[src/rtl/btn_press_classifier_pkg.sv]
// Shared button definitions: FSM state encodings and default tick constants
// used by the debouncer, the press classifier and the LED blocks.
// The double-click states exist only when BTN_DOUBLE_EN is defined.
package btn_press_classifier_pkg;

  // Defaults shared across the button blocks
  localparam int BTN_LONG_TICKS_DEF = 1000;
  localparam int BTN_GAP_TICKS_DEF  = 250;
  localparam int BTN_CNT_W_DEF      = 16;

  localparam logic [2:0] BTN_ST_IDLE      = 3'd0;
  localparam logic [2:0] BTN_ST_PRESSED   = 3'd1;
  localparam logic [2:0] BTN_ST_LONG_HELD = 3'd2;
  localparam logic [2:0] BTN_ST_WAIT_GAP  = 3'd3;
  localparam logic [2:0] BTN_ST_SECOND    = 3'd4;

  typedef enum logic [2:0] {
    ST_IDLE      = BTN_ST_IDLE,
    ST_PRESSED   = BTN_ST_PRESSED,
`ifdef BTN_DOUBLE_EN
    ST_LONG_HELD = BTN_ST_LONG_HELD,
    ST_WAIT_GAP  = BTN_ST_WAIT_GAP,
    ST_SECOND    = BTN_ST_SECOND
`else
    ST_LONG_HELD = BTN_ST_LONG_HELD
`endif
  } btn_state_e;

endpackage

[src/rtl/btn_press_classifier_if.sv]
// Button classifier bus: debounced level in, event pulses and status out.
// master = debouncer/controller side, slave = classifier.
interface btn_press_classifier_if;
  import btn_press_classifier_pkg::*;

  logic in_level;
  logic press_short;
  logic press_long;
  logic press_double;
  logic held;
  logic busy;

  modport master (
    output in_level,
    input  press_short, press_long, press_double, held, busy
  );

  modport slave (
    input  in_level,
    output press_short, press_long, press_double, held, busy
  );
endinterface

[src/rtl/btn_press_classifier.sv]
// Button press classifier: turns a debounced level into short/long/double
// event pulses plus held/busy status. All outputs registered.
// Optional feature macro: BTN_DOUBLE_EN (double-click detection; delays
// press_short by the gap window).
module btn_press_classifier
  import btn_press_classifier_pkg::*;
#(
  parameter int LONG_TICKS = BTN_LONG_TICKS_DEF,
  parameter int GAP_TICKS  = BTN_GAP_TICKS_DEF,
  parameter int CNT_W      = BTN_CNT_W_DEF
) (
  input logic                  clk,
  input logic                  rst,
  btn_press_classifier_if.slave bus
);

  // Reject configurations the counter cannot represent
  if (LONG_TICKS < 2) begin : g_bad_long
    $error("btn_press_classifier: LONG_TICKS must be >= 2");
  end
  if (GAP_TICKS < 2) begin : g_bad_gap
    $error("btn_press_classifier: GAP_TICKS must be >= 2");
  end
  if ((CNT_W < 31) && (((1 << CNT_W) <= LONG_TICKS) || ((1 << CNT_W) <= GAP_TICKS))) begin : g_bad_w
    $error("btn_press_classifier: CNT_W too small for tick counts");
  end

  localparam logic [CNT_W-1:0] LONG_LAST = CNT_W'(LONG_TICKS - 1);
`ifdef BTN_DOUBLE_EN
  localparam logic [CNT_W-1:0] GAP_LAST  = CNT_W'(GAP_TICKS - 1);
`endif

  btn_state_e       state_q, state_d;
  logic [CNT_W-1:0] cnt_q, cnt_d;
  logic             short_q, short_d;
  logic             long_q, long_d;
  logic             held_q, held_d;
  logic             busy_q, busy_d;
`ifdef BTN_DOUBLE_EN
  logic             double_q, double_d;
`endif

  // Next-state, pulse and counter decisions
  always_comb begin
    state_d = state_q;
    short_d = 1'b0;
    long_d  = 1'b0;
`ifdef BTN_DOUBLE_EN
    double_d = 1'b0;
`endif
    case (state_q)
      ST_IDLE: begin
        if (bus.in_level) state_d = ST_PRESSED;
      end
      ST_PRESSED: begin
        // Release is checked first so it wins on the long-threshold cycle
        if (!bus.in_level) begin
`ifdef BTN_DOUBLE_EN
          state_d = ST_WAIT_GAP;
`else
          short_d = 1'b1;
          state_d = ST_IDLE;
`endif
        end else if (cnt_q == LONG_LAST) begin
          long_d  = 1'b1;
          state_d = ST_LONG_HELD;
        end
      end
      ST_LONG_HELD: begin
        if (!bus.in_level) state_d = ST_IDLE;
      end
`ifdef BTN_DOUBLE_EN
      ST_WAIT_GAP: begin
        // A re-press on the timeout cycle still counts as a second click
        if (bus.in_level) begin
          state_d = ST_SECOND;
        end else if (cnt_q == GAP_LAST) begin
          short_d = 1'b1;
          state_d = ST_IDLE;
        end
      end
      ST_SECOND: begin
        if (!bus.in_level) begin
          double_d = 1'b1;
          state_d  = ST_IDLE;
        end
      end
`endif
      default: state_d = ST_IDLE;
    endcase

    held_d = (state_d == ST_LONG_HELD);
    busy_d = (state_d != ST_IDLE);

    if (state_d != state_q)  cnt_d = '0;
    else if (cnt_q != '1)    cnt_d = cnt_q + 1'b1;
    else                     cnt_d = cnt_q;
  end

  // State, counter and registered outputs; reset aborts silently
  always_ff @(posedge clk or negedge rst) begin
    if (!rst) begin
      state_q <= ST_IDLE;
      cnt_q   <= '0;
      short_q <= 1'b0;
      long_q  <= 1'b0;
      held_q  <= 1'b0;
      busy_q  <= 1'b0;
    end else begin
      state_q <= state_d;
      cnt_q   <= cnt_d;
      short_q <= short_d;
      long_q  <= long_d;
      held_q  <= held_d;
      busy_q  <= busy_d;
    end
  end

`ifdef BTN_DOUBLE_EN
  // Double-click pulse register
  always_ff @(posedge clk or negedge rst) begin
    if (!rst) double_q <= 1'b0;
    else      double_q <= double_d;
  end
  assign bus.press_double = double_q;
`else
  assign bus.press_double = 1'b0;
`endif

  assign bus.press_short = short_q;
  assign bus.press_long  = long_q;
  assign bus.held        = held_q;
  assign bus.busy        = busy_q;

endmodule

[src/flat_wrapper.sv]
// flat-port wrapper written by rule: the top's interface ports become plain ports
module btn_press_classifier_flat import btn_press_classifier_pkg::*;
#(
  parameter int LONG_TICKS = BTN_LONG_TICKS_DEF,
  parameter int GAP_TICKS  = BTN_GAP_TICKS_DEF,
  parameter int CNT_W      = BTN_CNT_W_DEF
)
  (clk, rst, bus_in_level, bus_press_short, bus_press_long, bus_press_double, bus_held, bus_busy);
  btn_press_classifier_if bus_i ();
  input logic clk;
  input logic rst;
  input wire logic [$bits(bus_i.in_level)-1:0] bus_in_level;
  output wire logic [$bits(bus_i.press_short)-1:0] bus_press_short;
  output wire logic [$bits(bus_i.press_long)-1:0] bus_press_long;
  output wire logic [$bits(bus_i.press_double)-1:0] bus_press_double;
  output wire logic [$bits(bus_i.held)-1:0] bus_held;
  output wire logic [$bits(bus_i.busy)-1:0] bus_busy;
  assign bus_i.in_level = bus_in_level;
  assign bus_press_short = bus_i.press_short;
  assign bus_press_long = bus_i.press_long;
  assign bus_press_double = bus_i.press_double;
  assign bus_held = bus_i.held;
  assign bus_busy = bus_i.busy;
  btn_press_classifier #(.LONG_TICKS(LONG_TICKS), .GAP_TICKS(GAP_TICKS), .CNT_W(CNT_W)) u_core (.clk(clk), .rst(rst), .bus(bus_i));
endmodule
[config.mk]
export PLATFORM = sky130hd
export DESIGN_NAME = btn_press_classifier_flat
export DESIGN_NICKNAME = d
export VERILOG_FILES = /design/src/rtl/btn_press_classifier_pkg.sv /design/src/rtl/btn_press_classifier_if.sv /design/src/rtl/btn_press_classifier.sv /design/src/flat_wrapper.sv
export SDC_FILE = /design/constraint.sdc
export NUM_CORES = 1
export LEC_CHECK = 0
export BUFFER_PORTS_ARGS = -buffer_cell sky130_fd_sc_hd__buf_2
export CORE_ASPECT_RATIO = 0.75
export CORE_MARGIN = 5
export CORE_UTILIZATION = 52
export DETAILED_ROUTE_END_ITERATION = 10
export PLACE_DENSITY_LB_ADDON = 0.12
export SLEW_MARGIN = 15
export SYNTH_ARGS = -nofsm -noshare
export SYNTH_HDL_FRONTEND = slang
export SYNTH_SLANG_ARGS = --single-unit
[constraint.sdc]
create_clock -name clk -period 1.55 [get_ports clk]
set_input_delay 0.0775 -clock clk [delete_from_list [all_inputs] [get_ports clk]]
set_output_delay 0.0775 -clock clk [all_outputs]
set_load 0.01 [all_outputs]
## Yosys cells after proc, flatten, opt, wreduce, memory -nomap -nowiden

Cells that the tools add are included.

- Register bits: 23
- Input port bits: 3
- Output and inout port bits: 5
- Logic and storage cells: 28

- Add/subtract/negate cells: 1
- Equal/unequal tests: 6
- Muxes and demuxes: 12
- Reductions and logical operators: 3

Operators with widths:

| operator | count |
|---|---|
| 16-bit 2-to-1 mux | 2 |
| 16-bit by 1-bit adder with 16-bit output, second input constant | 1 |
| 16-bit by 10-bit == test with 1-bit output, second input constant | 1 |
| 16-bit != test, second input constant | 1 |
| 3-bit 2-to-1 mux | 4 |
| 3-bit case mux with 3 select lines | 1 |
| 3-bit by 2-bit == test with 1-bit output, second input constant | 2 |
| 1-bit 2-to-1 mux | 5 |
| 3-bit by 1-bit == test with 1-bit output, second input constant | 1 |
| 3-bit zero test | 1 |
| 3-bit != test | 1 |
| 3-bit nonzero test | 1 |
| 2-bit nonzero test | 1 |

## Longest topological paths before layout

- Word-level depth: 6
- Depth in mapped cells: 7
- Mapped depth without buffers: 5

## Least setup slack after synthesis

OpenSTA, ideal clock, no wires.

- Path kind: register -> register
- From: register u_core.cnt_q[0]
- To: register u_core.cnt_q[15]
- Library setup time: 77 ps
- Data arrival time: 1571 ps
- Required time: 1473 ps
- Path slack: -98 ps
- Stages on the path, launching flop included: 8
- Buffers on the path: 2
- Clock period less this slack: 1648 ps
- Cells stage by stage: dfrtp_1 ha_1 buf_2 and4bb_2 nand4_1 nand3b_1 buf_2 a21oi_1

- Cells in the longest elaborated chain, start to end: 6
- Elaborated cells on any way between the ends: 10
- Classes of those cells: 1 x add/sub; 3 x eq/ne; 5 x mux; 1 x reduce/logical

RTL lines:

| what | RTL line | RTL |
|---|---|---|
| start: declaration | btn_press_classifier.sv:34 | `logic [CNT_W-1:0] cnt_q, cnt_d;` |
| start signal: assignment | btn_press_classifier.sv:111 | `cnt_q <= cnt_d;` |
| 16-bit by 10-bit == test with 1-bit output | btn_press_classifier.sv:64 | `end else if (cnt_q == LONG_LAST) begin` |
| 3-bit 2-to-1 mux | btn_press_classifier.sv:64 |  |
| 3-bit 2-to-1 mux | btn_press_classifier.sv:57 | `if (!bus.in_level) begin` |
| 3-bit case mux with 3 select lines | btn_press_classifier.sv:51 | `case (state_q)` |
| 3-bit != test | btn_press_classifier.sv:95 | `if (state_d != state_q) cnt_d = '0;` |
| 16-bit 2-to-1 mux or 2-bit nonzero test (tied branches) | - |  |

Parallel ways exist; a longest one is shown, timed or not. The select of a mux whose other input is x is not followed.
A chain may end at the register's enable or synchronous reset.

## Worst setup path in the final report

- From: register u_core.cnt_q[7]
- To: register u_core.cnt_q[4]

Same word-level chain as after synthesis.

==> summary.md <==
| Metric | Value |
|---|---|
| Worst path required time | `around 1.8 ns` |
| Result of the run | `complete, but fails checks` |
| Pwr per Cell Area | `594 nW/µm²` |
| Syn. warnings | `0` |
| Number of cell instances on the worst register-to-register path | `4` |
| Final weighted congestion of routability-driven global placement | `0.802` |
| Pleak | `about 0.00066 µW` |
| Dominant synthesized flop cell | `dfrtp_1` |
| Total length of routed wires | `3070 µm` |
| Post-synthesis average cell area | `between 9 and 10 µm²` |
| Multi-input combinational cell area | `~730 µm²` |
| Highest net fanout along the worst path | `6` |
| Insertion delay of the later-clocked pin in the worst-skew pair | `roughly 0.31 ns` |
| Critical path launch point | `u_core.cnt_q[7]` |
| Failing checks | `negative setup slack` |
| Layout Area Growth over Synthesis | `32.9%` |
| Global routing usage summed across all routing layers | `0.209` |
| Total count of hold-check failures in the final report | `0` |
| Detailed-router iteration count before antenna repair | `4` |
| Reg-to-Reg End | `u_core.cnt_q[4]` |
| Shortest clock period the worst path allows after layout | `1.60 ns` |
| Total I/O pin count | `8` |
| Maximum number of pins on one net before global-route repair | `24` |
| Hold WS | `~0.26 ns` |
| Sequential cell area fraction in the yosys report | `0.469` |
| Routed len/inst | `roughly 16 µm` |
| Count of filler cells inserted in the layout | `about 170` |
| Count of flip-flops with a built-in enable after synthesis | `0` |
| Number of global-route vias before repair | `between 1000 and 1500` |
| Share of the core filled with cells in the final layout | `0.718` |
| Total clock sinks | `23` |
| Reg2reg start | `u_core.cnt_q[7]` |
| Maximum VDD drop | `approximately 0.00046 V` |
| Distinct cell type count of the synthesized netlist | `38` |
| Synth Register Bits | `23` |
| Clock tree buffer depth | `2` |
| Site Rows | `15` |
| Worst Max-Slew Pin Slew | `about 0.53 ns` |
| Clock Skew | `approximately 0.0024 ns` |
| Cell chosen for the clock root | `clkbuf_4` |
| Fin. max-slew vios | `0` |
| Core footprint | `2270 µm²` |
| Reg-to-reg setup timing slack | `-0.05 ns` |
| Slowest-stage cell, CP | `dfrtp_1` |
| Aggregate global routing overflow | `0` |
| Crit start category | `register` |
| Number of antenna-violating nets in the routed design | `0` |
| Nets | `163` |
| Final critical-path share of the clock period | `1.03` |
| Depth of the CTS H-tree | `1` |
| Initial detailed-routing violation count | `approximately 100` |
| Critical Setup Path Class | `reg2reg` |
| Number of I/O port buffers | `6` |
| Inserted Clock Buffers | `3` |
| Proportion of synthesized flip-flops having asynchronous set or reset | `1.00` |
| Total setup violations reported at the end of the flow | `9` |
| Critical path capture point type | `register` |
| Antenna violations before repair | `0` |
| Post-synthesis cell count | `between 100 and 150` |
| Reg clk slew, reported paths | `around 0.13 ns` |
| Max-Cap Viols | `0` |
| Max-Slew Margin vs Limit | `0.648` |
| Fraction of final layout cells sized beyond drive strength 1 | `0.437` |
| Post-DP HPWL | `2080 µm` |
| CP endpoint | `u_core.cnt_q[4]` |
| Final setup slack of the worst path | `-0.0463 ns` |
| Fmax | `approximately 630 MHz` |
| Stage delay of the slowest cell on the critical path | `between 0.4 and 0.5 ns` |
| Drc violations | `0` |
| Sequential cell area | `a little under 600 µm²` |
| Number of diodes added for antenna fixing | `0` |
| Floorplan die area | `roughly 3400 µm²` |
| Data arrival time of the worst path | `roughly 1.8 ns` |
| Total via count after detailed routing | `~1100` |
| Average via count per standard cell | `~5.8` |
| Global-route wire length before repair | `around 5500 µm` |
| RSZ-0062 raised after global routing | `yes` |
| Initial cell density of the core | `0.540` |
| CP cell instances | `nand4_2 -> nor3_2 -> a21oi_1 -> nor3_4` |
| Mapped Area | `1230 µm²` |
| Vertical die dimension | `~52 µm` |
| Die width | `66.1 µm` |
| Clock tree from TritonCTS | `yes` |
| Type of the worst min-delay path | `in2async` |
| Setup TNS Final | `-0.213 ns` |
[critical path: cells and delay by family (launching register included)]
| kind | cells | cell delay [ns] |
|---|---|---|
| and+or+nand+nor | 3 | 0.91 |
| DFF | 1 | 0.43 |
| AOI/OAI and AO/OA | 1 | 0.18 |
[logic make-up after synthesis]
family          count (synthesis)  synth area share
other cells                     1           0.00306
mux                             2            0.0163
compound gates                 27             0.124
simple gates                   62             0.323
buf+inv                         8            0.0397
flops                          23             0.469
xor+xnor                        2            0.0143
fa+ha+maj                       1            0.0102
[cells in the mapped netlist (2+ instances only)]
cell type  count  area (µm²)
nor4b_1        3        26.3
xor2_1         2        17.5
nand4_1        6        37.5
and3_1         3        18.8
o31ai_1        3        22.5
nor3_1         7        35.0
nand2_1        4        15.0
nand3_1        9        45.0
or4_1          3        22.5
buf_4          2        15.0
mux2i_1        2        20.0
nand3b_1       2        15.0
dfrtp_1       23         576
nor2_1         7        26.3
or3_1          4        25.0
a31oi_1        3        18.8
nor3b_1        3        22.5
o21ai_0        8        40.0
a21oi_1       11        55.1
nand2b_1       2        12.5
buf_2          2        10.0
[where the power goes]
| part | internal, µW | switching [µW] |
|---|---|---|
| clock network | 101 | 181 |
| logic | 30.0 | 44.3 |
| registers | 607 | 5.60 |
| total | 738 | 230 |
[cells in the final DEF (no fill, tap or decap), drive strengths merged]
cell type / count
or4: 3
inv: 1
nor2: 7
nor3b: 3
nor4b: 3
nand3b: 2
nor4: 3
mux2i: 2
o2111ai: 1
nand2: 5
or3b: 1
buf: 32
or3: 4
nor3: 7
nand3: 9
and4bb: 1
dfrtp: 23
nand2b: 2
conb: 2
dlygate4sd3: 2
clkbuf: 4
nor2b: 1
o21ai: 8
a211oi: 1
a21oi: 11
xor2: 2
ha: 1
a31oi: 3
and3: 3
o31ai: 3
nand4: 7
and4: 1
[metrics by stage]
| step | total power, µW | worst slack (ns) | cells | cell area, µm² |
|---|---|---|---|---|
| floorplan | 654 | -0.0417 | 127 | 1270 |
| global placement | 684 | -0.0698 | 179 | 1430 |
| detailed placement | 686 | -0.136 | 179 | 1430 |
| CTS | 973 | -0.0292 | 189 | 1570 |
| global route | 1020 | -0.140 | 192 | 1630 |
| finish | 968 | -0.0463 | 192 | 1630 |
[what timing repair did]
item | 4_1_cts | 5_1_grt
resized for setup | 13 | 12
endpoints found under the setup margin | 16 | 18
endpoints found under the hold margin | 24 | 0
pin swaps | 2 | 1
setup buffers | 4 | 3
hold buffers | 2 | 0
[state kept, by name, indices dropped and copies added (netlist names)]
| register | cells |
|---|---|
| u_core.cnt_q | 16 |
| u_core.state_q | 3 |
| u_core.bus.busy | 1 |
| u_core.bus.held | 1 |
| u_core.bus.press_long | 1 |
| u_core.bus.press_short | 1 |
[final cells by class]
type                       instances  area share
sequential                        23       0.357
timing repair buffer              34       0.153
multi-input combinational         96       0.446
inverter                           1     0.00230
tap                               34      0.0261
clock buffer                       4      0.0161
[how the worst min path moves through the flow]
stage               start               endpoint  slack, ns  depth (start not counted)
detailed placement    rst       u_core.cnt_q[13]       0.08                          1
global route          rst  u_core.bus.press_long       0.29                          2
floorplan             rst        u_core.bus.busy      -0.22                          0
CTS                   rst       u_core.cnt_q[13]       0.26                          2
global placement      rst       u_core.cnt_q[13]       0.07                          1
finish                rst       u_core.cnt_q[15]       0.26                          2
[metal layers]
layer | track usage | share of wire
met2 | 0.346 | 0.49
met5 | 0 | 0
met3 | 0.0648 | 0.046
met4 | 0.0608 | 0.010
met1 | 0.263 | 0.46
Note: power is estimated with default switching activity, not from simulation.
